### src/rtl/alu_uart_sequencer.sv
// alu_uart_sequencer: issues one ALU op per command and streams the result bytes to the UART TX
module alu_uart_sequencer #(
    parameter int ALU_LATENCY = 1,
    parameter int SEND_FLAGS  = 1
) (
    input  logic        clock,
    input  logic        reset,
    input  logic [15:0] operando1,
    input  logic [15:0] operando2,
    input  logic [2:0]  ALU_ctrl,
    input  logic        cmd_ready,
    output logic [15:0] alu_a,
    output logic [15:0] alu_b,
    output logic [2:0]  alu_op,
    input  logic [15:0] alu_result,
    input  logic [4:0]  alu_flags,
    output logic [15:0] result_reg,
    output logic [7:0]  tx_data,
    output logic        tx_start,
    input  logic        tx_busy,
    output logic        busy,
    output logic        done,
    output logic        overrun
);
    typedef enum logic [2:0] {IDLE, EXEC, SEND_LO, WAIT_LO, SEND_HI, WAIT_HI, SEND_FLG, WAIT_FLG} state_t;
    state_t      state_q, state_d;
    logic [15:0] a_q, a_d, b_q, b_d, res_q, res_d;
    logic [2:0]  op_q, op_d;
    logic [7:0]  flg_q, flg_d, txd_q, txd_d;
    logic [3:0]  cnt_q, cnt_d;
    logic        txs_q, txs_d, seen_q, seen_d, ovr_q, ovr_d;
    logic        is_send, is_wait;
    assign alu_a      = a_q;
    assign alu_b      = b_q;
    assign alu_op     = op_q;
    assign result_reg = res_q;
    assign tx_data    = txd_q;
    assign tx_start   = txs_q;
    assign overrun    = ovr_q;
    assign busy       = state_q != IDLE;
    assign is_send    = state_q == SEND_LO || state_q == SEND_HI || state_q == SEND_FLG;
    assign is_wait    = state_q == WAIT_LO || state_q == WAIT_HI || state_q == WAIT_FLG;
    // state and datapath registers; reset abandons any partial response
    always_ff @(posedge clock) begin
        if (reset) begin
            state_q <= IDLE;
            a_q     <= '0;
            b_q     <= '0;
            op_q    <= '0;
            res_q   <= '0;
            flg_q   <= '0;
            txd_q   <= '0;
            cnt_q   <= '0;
            txs_q   <= 1'b0;
            seen_q  <= 1'b0;
            ovr_q   <= 1'b0;
        end else begin
            state_q <= state_d;
            a_q     <= a_d;
            b_q     <= b_d;
            op_q    <= op_d;
            res_q   <= res_d;
            flg_q   <= flg_d;
            txd_q   <= txd_d;
            cnt_q   <= cnt_d;
            txs_q   <= txs_d;
            seen_q  <= seen_d;
            ovr_q   <= ovr_d;
        end
    end
    // next-state: accept, wait out ALU latency, then send each byte and wait for TX busy to cycle
    always_comb begin
        state_d = state_q;
        a_d     = a_q;
        b_d     = b_q;
        op_d    = op_q;
        res_d   = res_q;
        flg_d   = flg_q;
        txd_d   = txd_q;
        cnt_d   = cnt_q;
        txs_d   = 1'b0;
        seen_d  = seen_q;
        done    = 1'b0;
        ovr_d   = ovr_q | (cmd_ready && state_q != IDLE);
        if (state_q == IDLE && cmd_ready) begin
            a_d     = operando1;
            b_d     = operando2;
            op_d    = ALU_ctrl;
            cnt_d   = 4'(ALU_LATENCY);
            state_d = EXEC;
        end
        if (state_q == EXEC) begin
            cnt_d = cnt_q - 4'd1;
            if (cnt_q == 4'd1) begin
                res_d   = alu_result;
                flg_d   = {3'b000, alu_flags};
                state_d = SEND_LO;
            end
        end
        if (is_send && !tx_busy) begin
            txs_d   = 1'b1;
            txd_d   = state_q == SEND_LO ? res_q[7:0] : state_q == SEND_HI ? res_q[15:8] : flg_q;
            state_d = state_q == SEND_LO ? WAIT_LO : state_q == SEND_HI ? WAIT_HI : WAIT_FLG;
        end
        if (is_wait) begin
            seen_d = seen_q | tx_busy;
            if (seen_q && !tx_busy) begin
                seen_d  = 1'b0;
                done    = state_q == WAIT_FLG || (state_q == WAIT_HI && SEND_FLAGS == 0);
                state_d = state_q == WAIT_LO ? SEND_HI : (state_q == WAIT_HI && SEND_FLAGS != 0) ? SEND_FLG : IDLE;
            end
        end
    end
endmodule

### config.mk
export PLATFORM = sky130hd
export DESIGN_NAME = alu_uart_sequencer
export DESIGN_NICKNAME = d
export VERILOG_FILES = /design/src/rtl/alu_uart_sequencer.sv
export SDC_FILE = /design/constraint.sdc
export NUM_CORES = 1
export LEC_CHECK = 0
export ABC_CLOCK_PERIOD_IN_PS = 2050
export CORE_AREA = 3 3 89 91
export CTS_CLUSTER_SIZE = 24
export DETAILED_ROUTE_END_ITERATION = 7
export DIE_AREA = 0 0 92 94
export PLACE_DENSITY = 0.79
export SLEW_MARGIN = 10
export SYNTH_ARGS = -nofsm -noshare
export SYNTH_HDL_FRONTEND = slang
export SYNTH_SLANG_ARGS = --single-unit
### constraint.sdc
create_clock -name clock -period 2.05 [get_ports clock]
set_clock_uncertainty 0.1 [all_clocks]
set_input_delay 0.41 -clock clock [delete_from_list [all_inputs] [get_ports clock]]
set_output_delay 0.41 -clock clock [all_outputs]
set_load 0.01 [all_outputs]
Yosys cells after proc, flatten, opt, wreduce, memory -nomap -nowiden
Index checks and enable logic that the tools add are counted.
{"block": "op_classes", "addsub": 1, "eq_ne": 8, "muxes": 18, "bitwise_logic": 2, "n_reduce_logical": 13}
{"cell": "two-way mux 3 bit", "n": 9}
{"cell": "two-way mux 8 bit", "n": 2}
{"cell": "equality test 3 bit, second input constant", "n": 4}
{"cell": "two-way mux 4 bit", "n": 2}
{"cell": "equality test 3 x 2 -> 1 bit, second input constant", "n": 2}
{"cell": "equality test 4 x 1 -> 1 bit, second input constant", "n": 1}
{"cell": "logical AND 1 bit", "n": 4}
{"cell": "logical OR 1 bit", "n": 4}
{"cell": "two-way mux 1 bit", "n": 4}
{"cell": "subtractor 4 x 1 -> 4 bit, second input constant", "n": 1}
{"cell": "equality test 3 x 1 -> 1 bit, second input constant", "n": 1}
{"cell": "zero test 3 bit", "n": 1}
{"cell": "nonzero test 3 bit", "n": 1}
{"cell": "two-way mux 2 bit", "n": 1}
{"cell": "bitwise OR 1 bit", "n": 2}
{"cell": "AND reduction 2 bit", "n": 1}
{"cell": "nonzero test 2 bit", "n": 1}
{"cell": "zero test 1 bit", "n": 1}
{"block": "totals", "register_bits": 74, "input_bits": 60, "wordCells": 53}

Depth between registers and ports, before layout
{"block": "depth", "depth_word": 8, "ltp_mapped": 7, "mapped_depth_nobuf": 5}

Least setup slack after synthesis
Ideal clock, no wire load.
{"block": "synth_path", "path_kind": "register -> output", "startpoint": "register state_q[1]", "endpoint": "output done", "arrival_ps": 1109, "required_ps": 1540, "path_slack_ps": 431, "path_stages_with_launch": 5, "n_path_buf": 2, "path_cell_list": "dfxtp_1 > buf_6 > clkbuf_1 > nand4b_1 > nor2_1"}
{"block": "synth_between", "elab_chain_len": 4, "word_cells_on_any_way": 7, "cone_classes": "eq/ne: 3; mux: 2; reduce/logical: 2"}
{"item": "from (decl)", "line": "26", "rtl": "state_t state_q, state_d;"}
{"item": "from (signal assigned)", "line": "58", "rtl": "state_q <= state_d;"}
{"item": "equality test 3 x 2 -> 1 bit / equality test 3 bit (equally long branches)", "line": "42", "rtl": "assign is_wait = state_q == WAIT_LO || state_q == WAIT_HI || state_q == WAIT_FLG;"}
{"item": "logical OR 1 bit (2 in series)", "line": "42"}
{"item": "two-way mux 1 bit *", "line": "105", "rtl": "if (is_wait) begin"}
{"item": "to (decl)", "line": "22", "rtl": "output logic done,"}
Every way passes the cells marked *; elsewhere a longest branch is shown, timed or not.

Final worst setup path
{"block": "layout_path", "startpoint": "input tx_busy", "endpoint": "output done"}
{"block": "layout_between", "elab_chain_len": 4}
{"item": "from (decl)", "line": "20", "rtl": "input logic tx_busy,"}
{"item": "zero test 1 bit", "line": "107", "rtl": "if (seen_q && !tx_busy) begin"}
{"item": "logical AND 1 bit", "line": "107"}
{"item": "two-way mux 1 bit", "line": "107"}
{"item": "two-way mux 1 bit", "line": "105"}
No other way between the ends.

==> impl_metrics.csv <==
group,metric,value,unit
setup_path,r2r_cells,4,
cts,clockBufferDepth,2,
place,hpwl,6.09,mm
setup_path,cp.required,1.54,ns
cells_and_area,fillers,624,
setup_path,endpoint,"done",
cells_and_area,seq_area,0.00148,mm²
drt,route.vias.total,2884,
synthesis,synth_commonest_cells,"nand2_1 (82), dfxtp_1 (74), a21oi_1 (47)",
setup_path,crit_start,"tx_busy",
cts,cts_root_buffer,"clkbuf_8",
sta,setup_viol,0,
setup_path,path_class,"input port to output pin",
place,gp_congestion,0.784,
synthesis,synth_ff_type,"dfxtp_1",
sta,slew_headroom,67.5,%
synthesis,netlist_top_cells_area,"dfxtp_1 (47%), nand2_1 (9.7%), nand2b_1 (8.7%)",
setup_path,critPathMaxFanout,2,
die,initial_core_util,43.8,%
die,core-area,0.00721,mm²
global_routing,grt_pass1_vias,2741,
sta,period_needed,1.94,ns
flow_run,cap_violations,0,
setup_path,end_kind,"output pin",
synthesis,async_reset_ff_share,0,%
synthesis,yosysMostFrequentCell,"nand2_1",
sta,max_freq,516,MHz
synthesis,yosys.area.top_type,"dfxtp_1",
synthesis,synthCells,363,
drt,wl_per_cell,14.1,µm
drt,viasPerCell,4.95,
setup_path,r2r_slack,0.28,ns
cts,cts.sinks,74,
cells_and_area,synthToLayoutAreaGrowth,48.3,%
drt,first_pass_iters,4,
setup_path,cp.depth,4,
drt,antenna_left,0,
cts,holdBufCountCts,0,
synthesis,yosysWarnings,0,
global_routing,grt.met3_usage,4.73,%
sta,post-route-period-util,94.5,%
synthesis,yosysSeqAreaShare,46.9,%
power_and_ir_drop,p_leak,0.00167,µW
sta,final.setup.worst_slack,0.113,ns
cells_and_area,drive_gt1_share,6.82,%
cells_and_area,final_area,0.00469,mm²
synthesis,synth_top_area_share,46.9,%
cells_and_area,fin_nets,541,
synthesis,syn_avg_cell_area,8.70,µm²
cts,clk_latency,0.35,ns
setup_path,worstPathCellList,"clkdlybuf4s50_1 > nand4b_1 > nor2_1 > clkdlybuf4s15_1",
cts,tritoncts,"yes",
setup_path,critPathArrivalTime,1.43,ns
setup_path,start_kind,"input port",
sta,worstMarginPinSlew,0.487,ns
sta,finalSetupTns,0,ns
synthesis,synth_edf_count,0,
synthesis,netlist_area,0.00316,mm²
power_and_ir_drop,peakVddDrop,0.443,mV
global_routing,grt_start_max_net_pins,38,
setup_path,max_stage_delay,0.42,ns
drt,drc,0,
drt,drtIter0Drc,153,
setup_path,critPathTopFamily,"buffers and inverters",
die,fp.dieW,92,µm
cts,numCtsBuffers,9,
setup_path,timing.rr.end,"tx_data[0]$_SDFFE_PP0P_",
sta,maxSlewViolCount,0,
place,place_area,0.00445,mm²
drt,routed_wl,8.24,mm
cells_and_area,n_antenna_cell,0,
global_routing,grt_pass1_wl,12.9,mm
place,post-place-ws,-0.209,ns
setup_path,r2r-start,"state_q[1]$_SDFF_PP0_",
die,die_y,94,µm
setup_path,cp.buffers_inverters,2,
cts,cts_htree_levels,3,
global_routing,top_usage_layer,"met2",
die,rows,31,
sta,grt_setup_unrepaired,"false",
die,num_io_pins,123,
synthesis,ys_types,37,
cts,clk_pin_slew_worst_paths,0.07,ns
place,portBuffers,122,
global_routing,overflow,0,
setup_path,cp_slowest_cell,"clkdlybuf4s50_1",
cells_and_area,multi_input_area,0.00149,mm²
die,dieArea,0.00865,mm²
min_path,hp-class,"flop to flop",
sta,finalHoldViolCount,0,
global_routing,grt_util_all_layers,18.9,%
power_and_ir_drop,powerDensity,841,mW/mm²
synthesis,ys_ff_latch,74,
synthesis,synth_nets,425,
global_routing,antenna_found_initial,0,
global_routing,grtUsageMet2,32.5,%
global_routing,grtUsageMet1,22.3,%
status,outcome,"finished, final reports clean",
-- per-stage QoR --
| stage | hold WS, ns | std cells | total power (µW) | utilization (%) |
|---|---|---|---|---|
| finish | 0.354 | 583 | 3940 | 64.9 |
| CTS | 0.346 | 583 | 3970 | 64.9 |
| global placement | 0.342 | 567 | 2650 | 61.7 |
| global route | 0.369 | 583 | 4120 | 64.9 |
| floorplan | 0.349 | 363 | 2240 | - |
| detailed placement | 0.345 | 567 | 2680 | 61.7 |
-- logic make-up (layout without fill, tap and decap cells) --
logic type               after synthesis  after routing  synth area share, %
buffers and inverters                 33            154                 6.10
AO/OA/AOI/OAI                         74             74                 13.8
multiplexers                          22             22                 6.97
XOR/XNOR                               1              1                0.277
AND/OR/NAND/NOR                      157            157                 25.2
flip-flops                            74             74                 46.9
adder cells (fa/ha/maj)                2              2                0.792
-- where the power goes --
| part | total [µW] | switching [µW] | internal, µW |
|---|---|---|---|
| Combinational | 968 | 449 | 519 |
| Clock | 1300 | 521 | 783 |
| Sequential | 1670 | 92.2 | 1580 |
| Total | 3940 | 1060 | 2880 |
-- worst min-delay path by stage --
stage                     cells past startpoint               endpoint                   from
after global routing                          2  alu_b[2]$_SDFFE_PP0P_  alu_b[2]$_SDFFE_PP0P_
final                                         2  alu_b[4]$_SDFFE_PP0P_  alu_b[4]$_SDFFE_PP0P_
after detailed placement                      2  alu_b[4]$_SDFFE_PP0P_  alu_b[4]$_SDFFE_PP0P_
after global placement                        2  alu_a[1]$_SDFFE_PP0P_  alu_a[1]$_SDFFE_PP0P_
after CTS                                     2    seen_q$_SDFFE_PP0N_                  reset
after floorplan                               2  flg_q[0]$_SDFFE_PP0P_  flg_q[0]$_SDFFE_PP0P_
-- worst register-to-register path, cell delays in order, from the launching register on --
cell and delay, ns:
dfxtp_1 0.44, buf_4 0.26, or2_1 0.44, a21oi_1 0.15, a311oi_1 0.27
-- layout by cell type (no fill, tap or decap), drive strengths merged, types with 3 or more instances in the layout --
cell and instances:
clkdlybuf4s50 119, o22ai 3, nor2b 6, a211oi 3
buf 13, inv 4, o2bb2ai 5, a311oi 6
o21ai 6, nor2 9, nand2b 44, dfxtp 74
mux2i 22, a21oi 47, clkbuf 12, nand2 82
-- final cells by class --
cell class | instances | area share [%]
sequential | 74 | 31.6
clock buffer | 12 | 3.52
multi-input combinational | 256 | 31.7
inverter | 4 | 0.320
clock inverter | 4 | 1.55
tap | 99 | 2.64
timing repair buffer | 134 | 28.7
-- routing by layer --
layer  vias up  wire [µm]
met4         0        166
met1      1317       3670
li1       1443          -
met2       112       3790
met5         -          0
met3        12        622
-- repair_timing --
item                       4_1_cts  5_1_grt
setup endpoints to repair        2        1
resized for setup                2        1
buffers inserted                 0        0
(Power assumes the default switching activity.)
